### config.mk
export PLATFORM = sky130hd
export DESIGN_NAME = act_window_buffer
export DESIGN_NICKNAME = d
export VERILOG_FILES = /design/src/rtl/act_pkg.sv /design/src/rtl/act_row_mux.sv /design/src/rtl/act_window_buffer.sv
export SDC_FILE = /design/constraint.sdc
export NUM_CORES = 1
export LEC_CHECK = 0
export CAP_MARGIN = 20
export CORE_UTILIZATION = 56
export DETAILED_ROUTE_END_ITERATION = 7
export GPL_TIMING_DRIVEN = 0
export PLACE_DENSITY = 0.92
export SLEW_MARGIN = 20
export SYNTH_ARGS = -nofsm -noshare
export SYNTH_HDL_FRONTEND = slang
export SYNTH_SLANG_ARGS = --single-unit
### constraint.sdc
create_clock -name clk -period 4.9 [get_ports clk]
set_clock_uncertainty 0.15 [all_clocks]
set_input_delay 0.49 -clock clk [delete_from_list [all_inputs] [get_ports clk]]
set_output_delay 0.49 -clock clk [all_outputs]
set_load 0.03 [all_outputs]
### src/rtl/act_pkg.sv
// Shared definitions for the activation window path: default sizes, mode
// codes, row-rotation encodings and the window-buffer state encoding.
package act_pkg;

  localparam int ACT_DATA_W = 16;
  localparam int ACT_IMG_W  = 16;

  localparam logic [1:0] MODE_CONV = 2'b01;
  localparam logic [1:0] MODE_FC   = 2'b10;

  // Row rotation: which memory feeds top/mid/bot (3 aliases rotation 0)
  localparam logic [1:0] ROW_SEL_123 = 2'd0;
  localparam logic [1:0] ROW_SEL_231 = 2'd1;
  localparam logic [1:0] ROW_SEL_312 = 2'd2;
  localparam logic [1:0] ROW_SEL_ALT = 2'd3;

  typedef enum logic [1:0] {
    IDLE   = 2'b00,
    FILL   = 2'b01,
    STREAM = 2'b10,
    FLUSH  = 2'b11
  } awb_state_e;

endpackage

### src/rtl/act_row_mux.sv
// Rotates the three activation-memory read ports into a top/mid/bot column
// and zeroes the top or bottom row at the image's first/last row.
module act_row_mux
  import act_pkg::*;
#(
  parameter int DATA_W = ACT_DATA_W
) (
  input  logic [DATA_W-1:0]   mem_1,
  input  logic [DATA_W-1:0]   mem_2,
  input  logic [DATA_W-1:0]   mem_3,
  input  logic [1:0]          row_sel,
  input  logic                pad_top,
  input  logic                pad_bot,
  output logic [3*DATA_W-1:0] col
);

  logic [DATA_W-1:0] top, mid, bot;

  always_comb begin
    top = mem_1;
    mid = mem_2;
    bot = mem_3;
    case (row_sel)
      ROW_SEL_231: begin
        top = mem_2;
        mid = mem_3;
        bot = mem_1;
      end
      ROW_SEL_312: begin
        top = mem_3;
        mid = mem_1;
        bot = mem_2;
      end
      default: ;
    endcase
    if (pad_top) top = '0;
    if (pad_bot) bot = '0;
    col = {bot, mid, top};
  end

endmodule

### src/rtl/act_window_buffer.sv
// 3x3 sliding-window builder between the activation memory controller and the
// conv PE array; one window per output column, zero-padded at left/right edges.
module act_window_buffer
  import act_pkg::*;
#(
  parameter int DATA_W    = ACT_DATA_W,
  parameter int IMG_W     = ACT_IMG_W,
  parameter int COL_CNT_W = 5
) (
  input  logic                clk,
  input  logic                rst_n,
  input  logic                start,
  input  logic [1:0]          row_sel,
  input  logic                pad_top,
  input  logic                pad_bot,
  input  logic                act_en,
  input  logic [DATA_W-1:0]   act_data_1,
  input  logic [DATA_W-1:0]   act_data_2,
  input  logic [DATA_W-1:0]   act_data_3,
  output logic [9*DATA_W-1:0] win_out,
  output logic                win_valid,
  output logic                row_done,
  output logic                busy,
  output logic                overrun_err
);

  localparam logic [COL_CNT_W-1:0] LAST_COL  = COL_CNT_W'(IMG_W - 1);
  localparam logic [COL_CNT_W-1:0] FULL_CNT  = COL_CNT_W'(IMG_W);
  localparam logic [COL_CNT_W:0]   REQ_LIMIT = (COL_CNT_W+1)'(IMG_W);

  awb_state_e           state_q, state_d;
  logic                 dvalid_p1;
  logic                 accept;
  logic                 err_set;
  logic [COL_CNT_W-1:0] col_cnt;
  logic [COL_CNT_W:0]   req_cnt;
  logic [1:0]           row_sel_q;
  logic                 pad_top_q, pad_bot_q;
  logic [3*DATA_W-1:0]  col_new, col_l, col_m, col_r;

  function automatic logic [9*DATA_W-1:0] pack_window(
    input logic [3*DATA_W-1:0] l,
    input logic [3*DATA_W-1:0] m,
    input logic [3*DATA_W-1:0] r
  );
    logic [9*DATA_W-1:0] w;
    for (int row = 0; row < 3; row++) begin
      w[(row*3)*DATA_W   +: DATA_W] = l[row*DATA_W +: DATA_W];
      w[(row*3+1)*DATA_W +: DATA_W] = m[row*DATA_W +: DATA_W];
      w[(row*3+2)*DATA_W +: DATA_W] = r[row*DATA_W +: DATA_W];
    end
    return w;
  endfunction

  act_row_mux #(.DATA_W(DATA_W)) u_row_mux (
    .mem_1   (act_data_1),
    .mem_2   (act_data_2),
    .mem_3   (act_data_3),
    .row_sel (row_sel_q),
    .pad_top (pad_top_q),
    .pad_bot (pad_bot_q),
    .col     (col_new)
  );

  // Columns requested so far: captured ones plus the one still in flight.
  assign req_cnt = {1'b0, col_cnt} + {{COL_CNT_W{1'b0}}, dvalid_p1};
  assign busy    = (state_q != IDLE);

  always_comb begin
    state_d = state_q;
    accept  = 1'b0;
    case (state_q)
      IDLE: begin
        if (start) begin
          state_d = FILL;
          accept  = act_en;
        end
      end
      FILL: begin
        accept = act_en;
        if (dvalid_p1) state_d = STREAM;
      end
      STREAM: begin
        accept = act_en && (req_cnt < REQ_LIMIT);
        if (dvalid_p1 && (col_cnt == LAST_COL)) state_d = FLUSH;
      end
      FLUSH: state_d = IDLE;
      default: state_d = IDLE;
    endcase
    err_set = (start && (state_q != IDLE)) ||
              (act_en && !accept) ||
              (dvalid_p1 && (state_q == IDLE));
  end

  // Stage p1: read data arrives one cycle after the accepted strobe
  always_ff @(posedge clk) begin
    if (!rst_n) begin
      state_q     <= IDLE;
      dvalid_p1   <= 1'b0;
      col_cnt     <= '0;
      row_sel_q   <= '0;
      pad_top_q   <= 1'b0;
      pad_bot_q   <= 1'b0;
      col_l       <= '0;
      col_m       <= '0;
      col_r       <= '0;
      win_out     <= '0;
      win_valid   <= 1'b0;
      row_done    <= 1'b0;
      overrun_err <= 1'b0;
    end else begin
      state_q     <= state_d;
      dvalid_p1   <= accept;
      overrun_err <= overrun_err | err_set;
      win_valid   <= 1'b0;
      row_done    <= 1'b0;

      if ((state_q == IDLE) && start) begin
        row_sel_q <= row_sel;
        pad_top_q <= pad_top;
        pad_bot_q <= pad_bot;
        col_cnt   <= '0;
      end

      // Stage p2: column shift and window register
      if (dvalid_p1 && (state_q == FILL)) begin
        col_l   <= '0;
        col_m   <= '0;
        col_r   <= col_new;
        col_cnt <= COL_CNT_W'(1);
      end else if (dvalid_p1 && (state_q == STREAM)) begin
        col_l     <= col_m;
        col_m     <= col_r;
        col_r     <= col_new;
        win_out   <= pack_window(col_m, col_r, col_new);
        win_valid <= 1'b1;
        if (col_cnt != FULL_CNT) col_cnt <= col_cnt + COL_CNT_W'(1);
      end

      if (state_q == FLUSH) begin
        win_out   <= pack_window(col_m, col_r, '0);
        win_valid <= 1'b1;
        row_done  <= 1'b1;
      end
    end
  end

endmodule

==> Yosys cells after proc, flatten, opt, wreduce, memory -nomap -nowiden <==
Index checks and enable logic that the tools add are counted.
{ "word_totals": {"input_bits": 56, "out_inout_bits": 148, "wordCells": 75, "regBits": 255} }
{ "op_classes": {"n_reduce_logical": 20, "eq_ne": 11, "n_mux": 24, "add_sub_neg": 2, "bitwise_logic": 3, "magnitude_cmp": 1} }
{ "op_table": {"columns": ["operator", "count"], "rows": [
  ["$mux W128", 3],
  ["$mux W48", 2],
  ["$pmux W16 S2", 3],
  ["$mux W16", 2],
  ["$mux W5", 3],
  ["$logic_and A1 B1 Y1", 8],
  ["$pmux W2 S4", 1],
  ["$add A5 B1 Y6", 1],
  ["$eq A2 B2 Y1 const B", 3],
  ["$lt A6 B5 Y1 const B", 1],
  ["$mux W1", 6],
  ["$mux W2", 3],
  ["$ne A2 B2 Y1 const B", 3],
  ["$reduce_bool A2 Y1", 3],
  ["$add A5 B1 Y5 const B", 1],
  ["$eq A5 B4 Y1 const B", 1],
  ["$ne A5 B5 Y1 const B", 1],
  ["$eq A2 B1 Y1 const B", 2],
  ["$reduce_and A2 Y1", 2],
  ["$reduce_or A2 Y1", 2],
  ["$pmux W1 S3", 1],
  ["$reduce_and A3 Y1", 1],
  ["$logic_not A2 Y1", 1],
  ["$logic_or A1 B1 Y1", 2],
  ["4 further kinds", 5]
]} }

==> Longest topological paths before layout <==
Gate-level depths: netlist (run 1).
{ "depth": {"ltp_word": 9, "depth_mapped": 10, "depth_no_buf": 7} }

==> Modules after synthesis <==
Synthesis (run 1) repeated with hierarchy kept, for this count alone.
{ "unflattened": {"cells_unflattened": 1309, "hier_area_um2": 10754.1} }
{ "modules_own_cells": {"columns": ["mod", "n_inst", "seq_area_each_um2", "cells_per_inst", "area_each_um2"], "rows": [
  ["act_window_buffer", 1, 5104.9, 1136, 9369.0],
  ["act_row_mux", 1, 0.0, 173, 1385.1]
]} }

==> Worst setup path before layout (run 1) <==
Ideal clock, no wire load.
{ "synth_timing": {"path_type": "reg2reg", "startpoint": "register state_q[0]", "endpoint": "register win_out[72]", "required_time_ns": 4.680, "t_arrival_ns": 1.584, "period_less_slack_ns": 1.804, "path_slack_ns": 3.096, "path_stages_with_launch": 11, "n_path_buf": 4, "setup_time_ns": 0.070, "path_cell_list": "dfxtp_1 inv_1 ha_1 buf_2 and3b_1 buf_2 nor2_4 buf_6 buf_6 nand2_1 a21boi_1"} }
{ "synth_between": {"elab_chain_len": 4, "elab_cells_between_ends": 9, "classes_between": "eq/ne: 4; mux: 1; reduce/logical: 4"} }
{ "synth_lines": {"columns": ["item", "line", "rtl"], "rows": [
  ["start, declared", "act_window_buffer.sv:31", "awb_state_e state_q, state_d;"],
  ["start signal, assigned", "act_window_buffer.sv:112", "state_q <= state_d;"],
  ["$eq A2 B1 Y1 / $eq A2 B2 Y1 (equally long branches)", "act_window_buffer.sv:126, act_window_buffer.sv:131", null],
  ["$logic_and A1 B1 Y1, on equally long branches", "act_window_buffer.sv:126, act_window_buffer.sv:131", null],
  ["$ne A2 B1 Y1 (no source line) / $reduce_bool A2 Y1 (equally long branches)", null, null],
  ["$reduce_and A2 Y1 (no source line)", null, null],
  ["end signal, assigned", "act_window_buffer.sv:135", "win_out <= pack_window(col_m, col_r, col_new);"],
  ["end signal, assigned", "act_window_buffer.sv:141", "win_out <= pack_window(col_m, col_r, '0);"],
  ["end, declared", "act_window_buffer.sv:20", "output logic [9*DATA_W-1:0] win_out,"]
]} }
Parallel ways exist; a longest one is shown, timed or not.
A chain may end at the register's enable or synchronous reset.

==> Worst setup path after layout (run 1) <==
{ "layout_timing": {"startpoint": "register state_q[0]", "endpoint": "output port busy"} }
{ "layout_between": {"elab_chain_len": 1} }
{ "layout_lines": {"columns": ["item", "line", "rtl"], "rows": [
  ["$reduce_bool A2 Y1", "act_window_buffer.sv:67", "assign busy = (state_q != IDLE);"],
  ["end, declared", "act_window_buffer.sv:23", "output logic busy,"]
]} }
No other way between the ends.

==> impl_metrics.toml, run 1 <==
[power]
p_sw_mw = 1.691
p_sw_share_pct = 31.58
p_clk_share_pct = 36.3
p_leak_nw = 4.574
power_mw = 5.356
pwr_density_cell_nw_per_um2 = 394.8
peakVddDrop_uv = 272.3
p_comb_share_pct = 22.6
power_frac_seq_pct = 41.1
cellInternalPower_mw = 3.665

[floorplan]
io_pins = 204
die_w_um = 138.4
coreArea_um2 = 18090
dieArea_um2 = 19140
row_count = 49
die_h_um = 138.4
initial_core_util_pct = 57.58

[global_route]
grt-ovfl-total = 0
grt_pass1_wl_um = 52230
track_usage_pct = 34.29
antenna_found_initial = 1
grt_pass1_vias = 9961
grt_max_degree = 16

[critical_path]
slowest_stage = "clkdlybuf4s50_1"
cp_common_cell = "inv_1"
setup.worst_path.start_class = "register"
arrival_ns = 2.28
path_depth = 5
critPathBufInv = 4
path_class = "register to primary output"
path_max_fanout = 10
crit_chain = "inv_1, ha_1, clkbuf_1, inv_1, clkdlybuf4s50_1"
r2r_cells = 7
end_kind = "primary output"
critPathMaxStageDelay_ns = 0.67
worstPathRequired_ns = 4.26
cp_top_family = "buffers and inverters"

[synthesis]
syn_nets = 1375
ys.flop_type = "dfxtp_1"
avgSynthCellArea_um2 = 7.949
synth-edff-count = 0
netlist-cell-type-count = 33
synthCells = 1310
synth-seq-area-share_pct = 49.02
syn_area_um2 = 10410
ys_ff_latch = 255
ys_warn_count = 0
async_flop_share_pct = 0

[finish]
area_growth_syn_to_layout_pct = 30.28
post_route_cells_drive_above_1_share_pct = 5.784
nets = 1605
fillCellCount = 1257
fin_area_um2 = 13570
post-route-util_pct = 75.01

[clock_network]
h-tree-depth = 1
cts_setup_buffers = 0
path_clk_slew_ns = 0.06
ctsHoldBuffers = 0
cts_tree = "done"
root_buffer = "clkbuf_16"
cts_buffers = 25
cts.sinks = 255
clock_latency_ns = 0.53
cts.repair.resized = 0
cts_buffer_depth = 3

[routing]
drt_wl_total_um = 33460
route.detailed.drc = 48
drt_pass1_iterations = 8
m1WireLength_um = 13080
dr_wl_met2_um = 15290
vias_per_cell = 5.800
top_layer_used = "met4"
drtIter0Drc = 998
wl_met3_um = 3578
wl_per_cell_um = 18.73
detail-route-antenna-nets = 0
vias = 10360

[sta]
fin_crit_ns = 2.921
rsz0062_at_grt = "false"
fmax_mhz = 342.4
timing.final.max_slew_violations = 0
setup_viol = 0
hold_viol_final = 0
timing.final.crit_share_pct = 59.61
whs_ns = 0.2981
fin_tns_setup_ns = 0
max_slew.worst_pin.slew_ns = 0.6701
slew_headroom_pct = 55.33

[placement]
place.port_buffers = 203
place_congestion = 0.9603
hpwl_um = 24430
placed_area_um2 = 12730

[status]
violations = "design-rule violations"
status = "complete, but fails checks"

[min_path]
hp-class = "register to register"
worstHoldPathCells = 2

[flow_run]
cap_violations = 0
[worst paths after layout]
check,startpoint,end,slack [ns]
max,state_q[0],busy,1.98
min,win_out[26],win_out[26],0.30
max reg2reg,row_sel_q[0],col_r[47],2.48
min reg2reg,win_out[26],win_out[26],0.30
[synthesized netlist by cell type (all sizes together) (5+ instances only)]
cell type / count / share of area, %
nand2: 511 / 18
dfxtp: 255 / 49
a21boi: 148 / 11
a21oi: 102 / 4.9
clkbuf: 58 / 2.1
buf: 48 / 2.7
nor2b: 33 / 2.0
a221oi: 32 / 2.7
nor3: 32 / 1.5
o21ai: 19 / 0.91
a22oi: 16 / 1.2
inv: 11 / 0.40
ha: 9 / 1.1
nand3: 7 / 0.34
nor2: 5 / 0.25
o211ai: 5 / 0.36
[power groups by stage]
stage / registers, mW / clock network [mW] / logic (mW)
3_3_place_gp: 2.24 / 0 / 1.14
4_1_cts: 2.20 / 1.94 / 1.17
5_1_grt: 2.21 / 2.03 / 1.29
2_1_floorplan: 2.26 / 0 / 0.719
3_5_place_dp: 2.24 / 0 / 1.16
6_report: 2.20 / 1.94 / 1.21
[cells by family (layout without fill, tap and decap cells)]
family	count (synthesis)	after routing	synth area share (%)
adders and majority gates	9	9	1.081
other	0	1	0
and+or+nand+nor	603	603	23.59
muxes	3	3	0.3004
AOI/OAI and AO/OA	323	323	20.79
buffers and inverters	117	363	5.226
DFF	255	255	49.02
[routing by layer]
metal,global-route usage (%),vias to the layer above
met4,16.14,0
met1,43.92,4816
met2,56.48,628
met5,0,-
li1,-,4803
met3,5.785,112
[layout by cell type, fill, tap and decap left out, types with 32 or more instances in the layout]
cell type	count
nand2_1	511
a221oi_1	32
clkdlybuf4s50_1	203
nor3_1	32
nor2b_1	33
a21boi_0	99
a21oi_1	102
dfxtp_1	255
buf_2	39
clkbuf_1	62
a21boi_1	49
[flip-flops by register name, summed over array words and instances (netlist names)]
name         cells
pad_bot_q        1
col_r           48
overrun_err      1
pad_top_q        1
win_valid        1
state_q          2
row_sel_q        2
win_out        144
col_cnt          5
col_m           48
dvalid_p1        1
row_done         1
[area by class of cell]
class | count | area (um^2) | area share, %
clock inverters | 8 | 108.9 | 0.8024
flip-flops and latches | 255 | 5105 | 37.63
multi-input cells | 938 | 4765 | 35.12
inverters | 11 | 41.29 | 0.3043
well taps | 229 | 286.5 | 2.112
repair buffers | 203 | 2032 | 14.98
clock buffers | 35 | 723.2 | 5.331
plain buffers | 106 | 503.0 | 3.707
diodes | 1 | 2.502 | 0.01845
[stage by stage]
stage               setup slack, ns  instances
global route                  1.868       1785
floorplan                     3.096       1310
finish                        1.979       1786
global placement              2.421       1742
detailed placement            2.387       1742
CTS                           2.009       1785
[tightest hold or removal path, cell delays in order, from the launching register on]
cell	delay (ns)
dfxtp_1	0.31
nand2_1	0.05
a21boi_1	0.05
Note: power is estimated with default switching activity, not from simulation.
==> run 2, diff against run 1 <==
--- a/config.mk
+++ b/config.mk
@@ -6,10 +6,10 @@
 export NUM_CORES = 1
 export LEC_CHECK = 0
 export CAP_MARGIN = 20
-export CORE_UTILIZATION = 56
+export CORE_UTILIZATION = 52
 export DETAILED_ROUTE_END_ITERATION = 7
 export GPL_TIMING_DRIVEN = 0
-export PLACE_DENSITY = 0.92
+export PLACE_DENSITY = 0.86
 export SLEW_MARGIN = 20
 export SYNTH_ARGS = -nofsm -noshare
 export SYNTH_HDL_FRONTEND = slang
==> constraint.sdc (replaced) <==
create_clock -name clk -period 2.8 [get_ports clk]
set_clock_uncertainty 0.15 [all_clocks]
set_input_delay 0.28 -clock clk [delete_from_list [all_inputs] [get_ports clk]]
set_output_delay 0.28 -clock clk [all_outputs]
set_load 0.03 [all_outputs]
==> run 2 against run 1 <==
  * The flow now finishes without violations
  * Register-to-register slack got worse by 2.1 ns
  * Sequential share of layout area shrank 0.26 points
  * Power is 78% higher
  * Largest power group unchanged
  * Count of clock-buffer cells in the layout fell by 1
  * Routed wire length increased by 1.5%
  * Sequential power increased by 75%
  * Combinational power is 76% higher
  * First-iteration DRC count fell by 11%
  * Utilization decreased by 5.1 points
  * Setup slack worse by 1.9 ns
  * Die area is 7.6% higher
  * Critical endpoint unchanged
  * Sequential cell count unchanged
==> impl_metrics.toml, run 2 (synthesized netlist as in run 1, its figures left out) <==
[routing]
top_layer_used = "met4"
drtIter0Drc = 884
dr_wl_met2_um = 15550
vias_per_cell = 5.656
drt_wl_total_um = 33950
route.detailed.drc = 0
wl_met3_um = 3187
drt_pass1_iterations = 5
m1WireLength_um = 13860
wl_per_cell_um = 18.60
detail-route-antenna-nets = 0
vias = 10320

[clock_network]
clock_latency_ns = 0.53
cts_buffer_depth = 3
root_buffer = "clkbuf_16"
ctsHoldBuffers = 0
cts_buffers = 25
cts.repair.resized = 0
cts_setup_buffers = 0
cts_tree = "done"
path_clk_slew_ns = 0.06
cts.sinks = 255
h-tree-depth = 1

[finish]
post_route_cells_drive_above_1_share_pct = 6.037
final_common_cell = "nand2_1"
fillCellCount = 1560
final_cell_mix = "nand2_1, dfxtp_1, clkdlybuf4s50_1"
nets = 1605
area_growth_syn_to_layout_pct = 31.18
top_regs = "win_out: 144 flops, col_m: 48 flops, col_r: 48 flops"
top_register = "win_out"
instances_no_fill = 1825
largest_reg_flops = 144
fin_area_um2 = 13660

[sta]
timing.final.crit_share_pct = 95.91
setup_viol = 0
fin_ws_ns = 0.1145
rsz0062_at_grt = "false"
fmax_mhz = 372.4
fin_tns_setup_ns = 0
hold_viol_final = 0
timing.final.max_slew_violations = 0
slew_headroom_pct = 53.01
max_slew.worst_pin.slew_ns = 0.7049
fin_crit_ns = 2.686

[floorplan]
row_count = 51
die_h_um = 143.5
die_w_um = 143.5
io_pins = 204
dieArea_um2 = 20600
initial_core_util_pct = 53.33
coreArea_um2 = 19530

[power]
peakVddDrop_uv = 416.1
power_frac_seq_pct = 40.4
pwr_density_cell_nw_per_um2 = 697.9
p_sw_mw = 2.988
cellInternalPower_mw = 6.546
p_sw_share_pct = 31.34
power_mw = 9.534
p_leak_nw = 4.589
p_comb_share_pct = 22.4
p_clk_share_pct = 37.3

[min_path]
worstHoldPathCells = 3
hp-class = "primary input to register"
whs_endpoint = "row_sel_q[0]"
hp-start = "row_sel[0]"

[critical_path]
slowest_stage = "clkdlybuf4s50_1"
r2r-start = "row_sel_q[0]"
path_max_fanout = 10
worstPathRequired_ns = 2.37
critPathMaxStageDelay_ns = 0.66
arrival_ns = 2.26
r2r_slack_ns = 0.37
rr_endpoint = "col_r[13]"
end_kind = "primary output"
path_class = "register to primary output"
cp_common_cell = "inv_1"
r2r_cells = 8
crit_chain = "inv_1, ha_1, clkbuf_1, inv_1, clkdlybuf4s50_1"
setup.worst_path.start_class = "register"

[placement]
place_congestion = 0.9329
dpl_worst_slack_ns = 0.3781
placed_area_um2 = 12780
dp_cells = 1778
hpwl_um = 25060
place.port_buffers = 203

[global_route]
grt-ovfl-total = 0
grt_pass1_wl_um = 51780
antenna_found_initial = 2
track_usage_pct = 32.67
grt_pass1_vias = 9557
grt_max_degree = 15

[status]
status = "completed"

[flow_run]
cap_violations = 0
## run 2: changes by cell type in the layout (fill, tap and decap cells not counted)
cell | before | now
diode_2 | 1 | 3
clkbuf_8 | 6 | 8
clkbuf_1 | 62 | 59
clkinv_4 | 1 | 0
clkinvlp_4 | 0 | 3
bufinv_16 | 2 | 3
clkinv_8 | 1 | 0
## run 2: metrics by stage
step / hold slack [ns] / utilization [%]
after floorplan: 0.2853 / -
after global placement: 0.2863 / 65.44
after detailed placement: 0.2933 / 65.44
after CTS: 0.2161 / 69.92
after global routing: 0.2353 / 69.95
final: 0.2054 / 69.96
## run 2: layer usage
layer	global-route usage (%)	up-vias
met5	0	-
met4	13.77	0
met3	4.532	94
met2	53.19	569
met1	43.40	4849
li1	-	4811
## run 2: worst max-delay path: cells and delay by family, from the launching register on
kind       cells  cell delay (ns)
fa+ha+maj      1             0.22
flops          1             0.40
buf+inv        4             1.11
## run 2: area by class of cell
class	instances	area [um^2]	share of cell area, %
buffer	106	503.0	3.682
antenna	3	7.507	0.05496
clock buffer	34	739.5	5.413
tap	265	331.6	2.427
inverter	11	41.29	0.3023
clock inverter	10	136.4	0.9984
multi-input combinational	938	4765	34.88
sequential	255	5105	37.37
timing repair buffer	203	2032	14.87
## run 2: how the worst max path moves through the flow
stage,startpoint,end
after global routing,state_q[0],busy
final,state_q[0],busy
after CTS,state_q[0],busy
after global placement,rst_n,col_r[26]
after floorplan,state_q[0],win_out[72]
after detailed placement,rst_n,col_r[26]
## run 2: power groups by stage
stage	sequential (mW)	clock (mW)	combinational, mW
3_5_place_dp	3.92	0	2.05
6_report	3.85	3.55	2.13
2_1_floorplan	3.95	0	1.26
4_1_cts	3.84	3.54	2.07
3_3_place_gp	3.92	0	2.03
5_1_grt	3.86	3.68	2.27
==> run 3, diff against run 2 <==
--- a/config.mk
+++ b/config.mk
@@ -7,6 +7,7 @@
 export LEC_CHECK = 0
 export CAP_MARGIN = 20
 export CORE_UTILIZATION = 52
+export CTS_CLUSTER_DIAMETER = 30
 export DETAILED_ROUTE_END_ITERATION = 7
 export GPL_TIMING_DRIVEN = 0
 export PLACE_DENSITY = 0.86
==> run 3 against run 2 <==
  * Count of clock-buffer cells in the layout up 15
  * Non-clock buffer count is the same
  * Global-route usage up 1.9 points
  * Via count grew 2.9%
  * Cell area up 4.3%
  * Die area did not move
  * Routed wire length grew 4.5%
  * Highest routed layer unchanged
  * Cell count increased by 1.7%
  * Critical path depth unchanged
  * Clock power up 49%
  * Setup slack lost 0.040 ns
==> impl_metrics.toml, run 3 (synthesized netlist as in run 1, its figures left out) <==
[routing]
route.detailed.drc = 0
vias = 10630
detail-route-antenna-nets = 0
drt_pass1_iterations = 5
vias_per_cell = 5.725
wl_per_cell_um = 19.11
drt_wl_total_um = 35470
drtIter0Drc = 986

[min_path]
whs_endpoint = "row_sel_q[0]"
worstHoldPathCells = 3
hp-class = "primary input to register"
hp-start = "row_sel[0]"

[status]
status = "completed"

[critical_path]
rr_endpoint = "col_r[13]"
r2r-start = "row_sel_q[0]"
path_max_fanout = 10
r2r_cells = 8
r2r_slack_ns = 0.32
worstPathRequired_ns = 2.37
setup.worst_path.start_class = "register"
end_kind = "primary output"
path_class = "register to primary output"
arrival_ns = 2.30

[finish]
fillCellCount = 1436
final_cell_mix = "nand2_1, dfxtp_1, clkdlybuf4s50_1"
area_growth_syn_to_layout_pct = 36.77
final_common_cell = "nand2_1"
top_register = "win_out"
largest_reg_flops = 144
post-route-util_pct = 72.94
nets = 1623
post_route_cells_drive_above_1_share_pct = 7.867
top_regs = "win_out: 144 flops, col_m: 48 flops, col_r: 48 flops"
instances_no_fill = 1856

[sta]
slew_headroom_pct = 51.76
fin_tns_setup_ns = 0
fin_crit_ns = 2.726
rsz0062_at_grt = "false"
timing.final.crit_share_pct = 97.34
setup_viol = 0
max_slew.worst_pin.slew_ns = 0.7236
timing.final.max_slew_violations = 0
fmax_mhz = 366.9
hold_viol_final = 0

[floorplan]
io_pins = 204
dieArea_um2 = 20600
coreArea_um2 = 19530
die_w_um = 143.5
die_h_um = 143.5
row_count = 51
initial_core_util_pct = 53.33

[global_route]
grt_pass1_wl_um = 54520
grt-ovfl-total = 0
track_usage_pct = 34.62
grt_max_degree = 14
grt_pass1_vias = 10070
antenna_found_initial = 1

[clock_network]
cts.repair.resized = 0
cts_buffers = 43
h-tree-depth = 2
cts_setup_buffers = 0
clock_latency_ns = 0.53
root_buffer = "clkbuf_16"
cts_tree = "done"
path_clk_slew_ns = 0.06
cts_buffer_depth = 3
cts.sinks = 255
ctsHoldBuffers = 0

[placement]
hpwl_um = 25060
place.port_buffers = 203
dp_cells = 1778
place_congestion = 0.9329

[flow_run]
cap_violations = 0

[power]
p_leak_nw = 4.873
peakVddDrop_uv = 456.8
pwr_density_cell_nw_per_um2 = 793.4
[run 3: power by group]
group	total, mW	internal (mW)	switching [mW]
clock	5.28	3.35	1.93
combinational	2.16	0.682	1.48
sequential	3.86	3.75	0.109
[run 3: layer usage]
| layer | part of all wire, % | global-route usage (%) | up-vias |
|---|---|---|---|
| met5 | 0 | 0 | - |
| met1 | 40 | 44.29 | 5018 |
| met3 | 9.3 | 6.198 | 123 |
| met4 | 5.1 | 19.48 | 0 |
| li1 | - | - | 4859 |
| met2 | 45 | 55.11 | 626 |
[run 3: per-stage QoR]
step | cell area, um^2 | power (mW) | worst slack [ns] | hold WS (ns)
floorplan | 10410 | 5.207 | 0.9960 | 0.2853
global placement | 12780 | 5.953 | 0.4399 | 0.2863
detailed placement | 12780 | 5.977 | 0.3781 | 0.2933
CTS | 14240 | 11.23 | 0.1112 | 0.2092
global route | 14240 | 11.63 | 0.006106 | 0.2213
finish | 14240 | 11.30 | 0.07444 | 0.2138
[run 3: how the worst max path moves through the flow]
stage | from | endpoint | slack (ns) | depth (start not counted)
final | state_q[0] | busy | 0.07 | 5
after global routing | state_q[0] | busy | 0.006 | 5
after CTS | state_q[0] | busy | 0.11 | 5
after detailed placement | rst_n | col_r[26] | 0.38 | 4
after global placement | rst_n | col_r[26] | 0.44 | 4
after floorplan | state_q[0] | win_out[72] | 1.0 | 10
[run 3: critical path, stage by stage (launching register included)]
cell and delay [ns]:
dfxtp_1 0.40, inv_1 0.09, ha_1 0.24, clkbuf_1 0.27, inv_1 0.11, clkdlybuf4s50_1 0.67
[run 3: layout make-up]
cell class,instances,area (um^2),area share (%)
inverter,11,41.29,0.2899
antenna,2,5.005,0.03514
buffer,106,503.0,3.532
tap,265,331.6,2.328
timing repair buffer,203,2032,14.27
clock buffer,49,1139,7.994
multi-input combinational,938,4765,33.45
clock inverter,27,321.6,2.258
sequential,255,5105,35.84
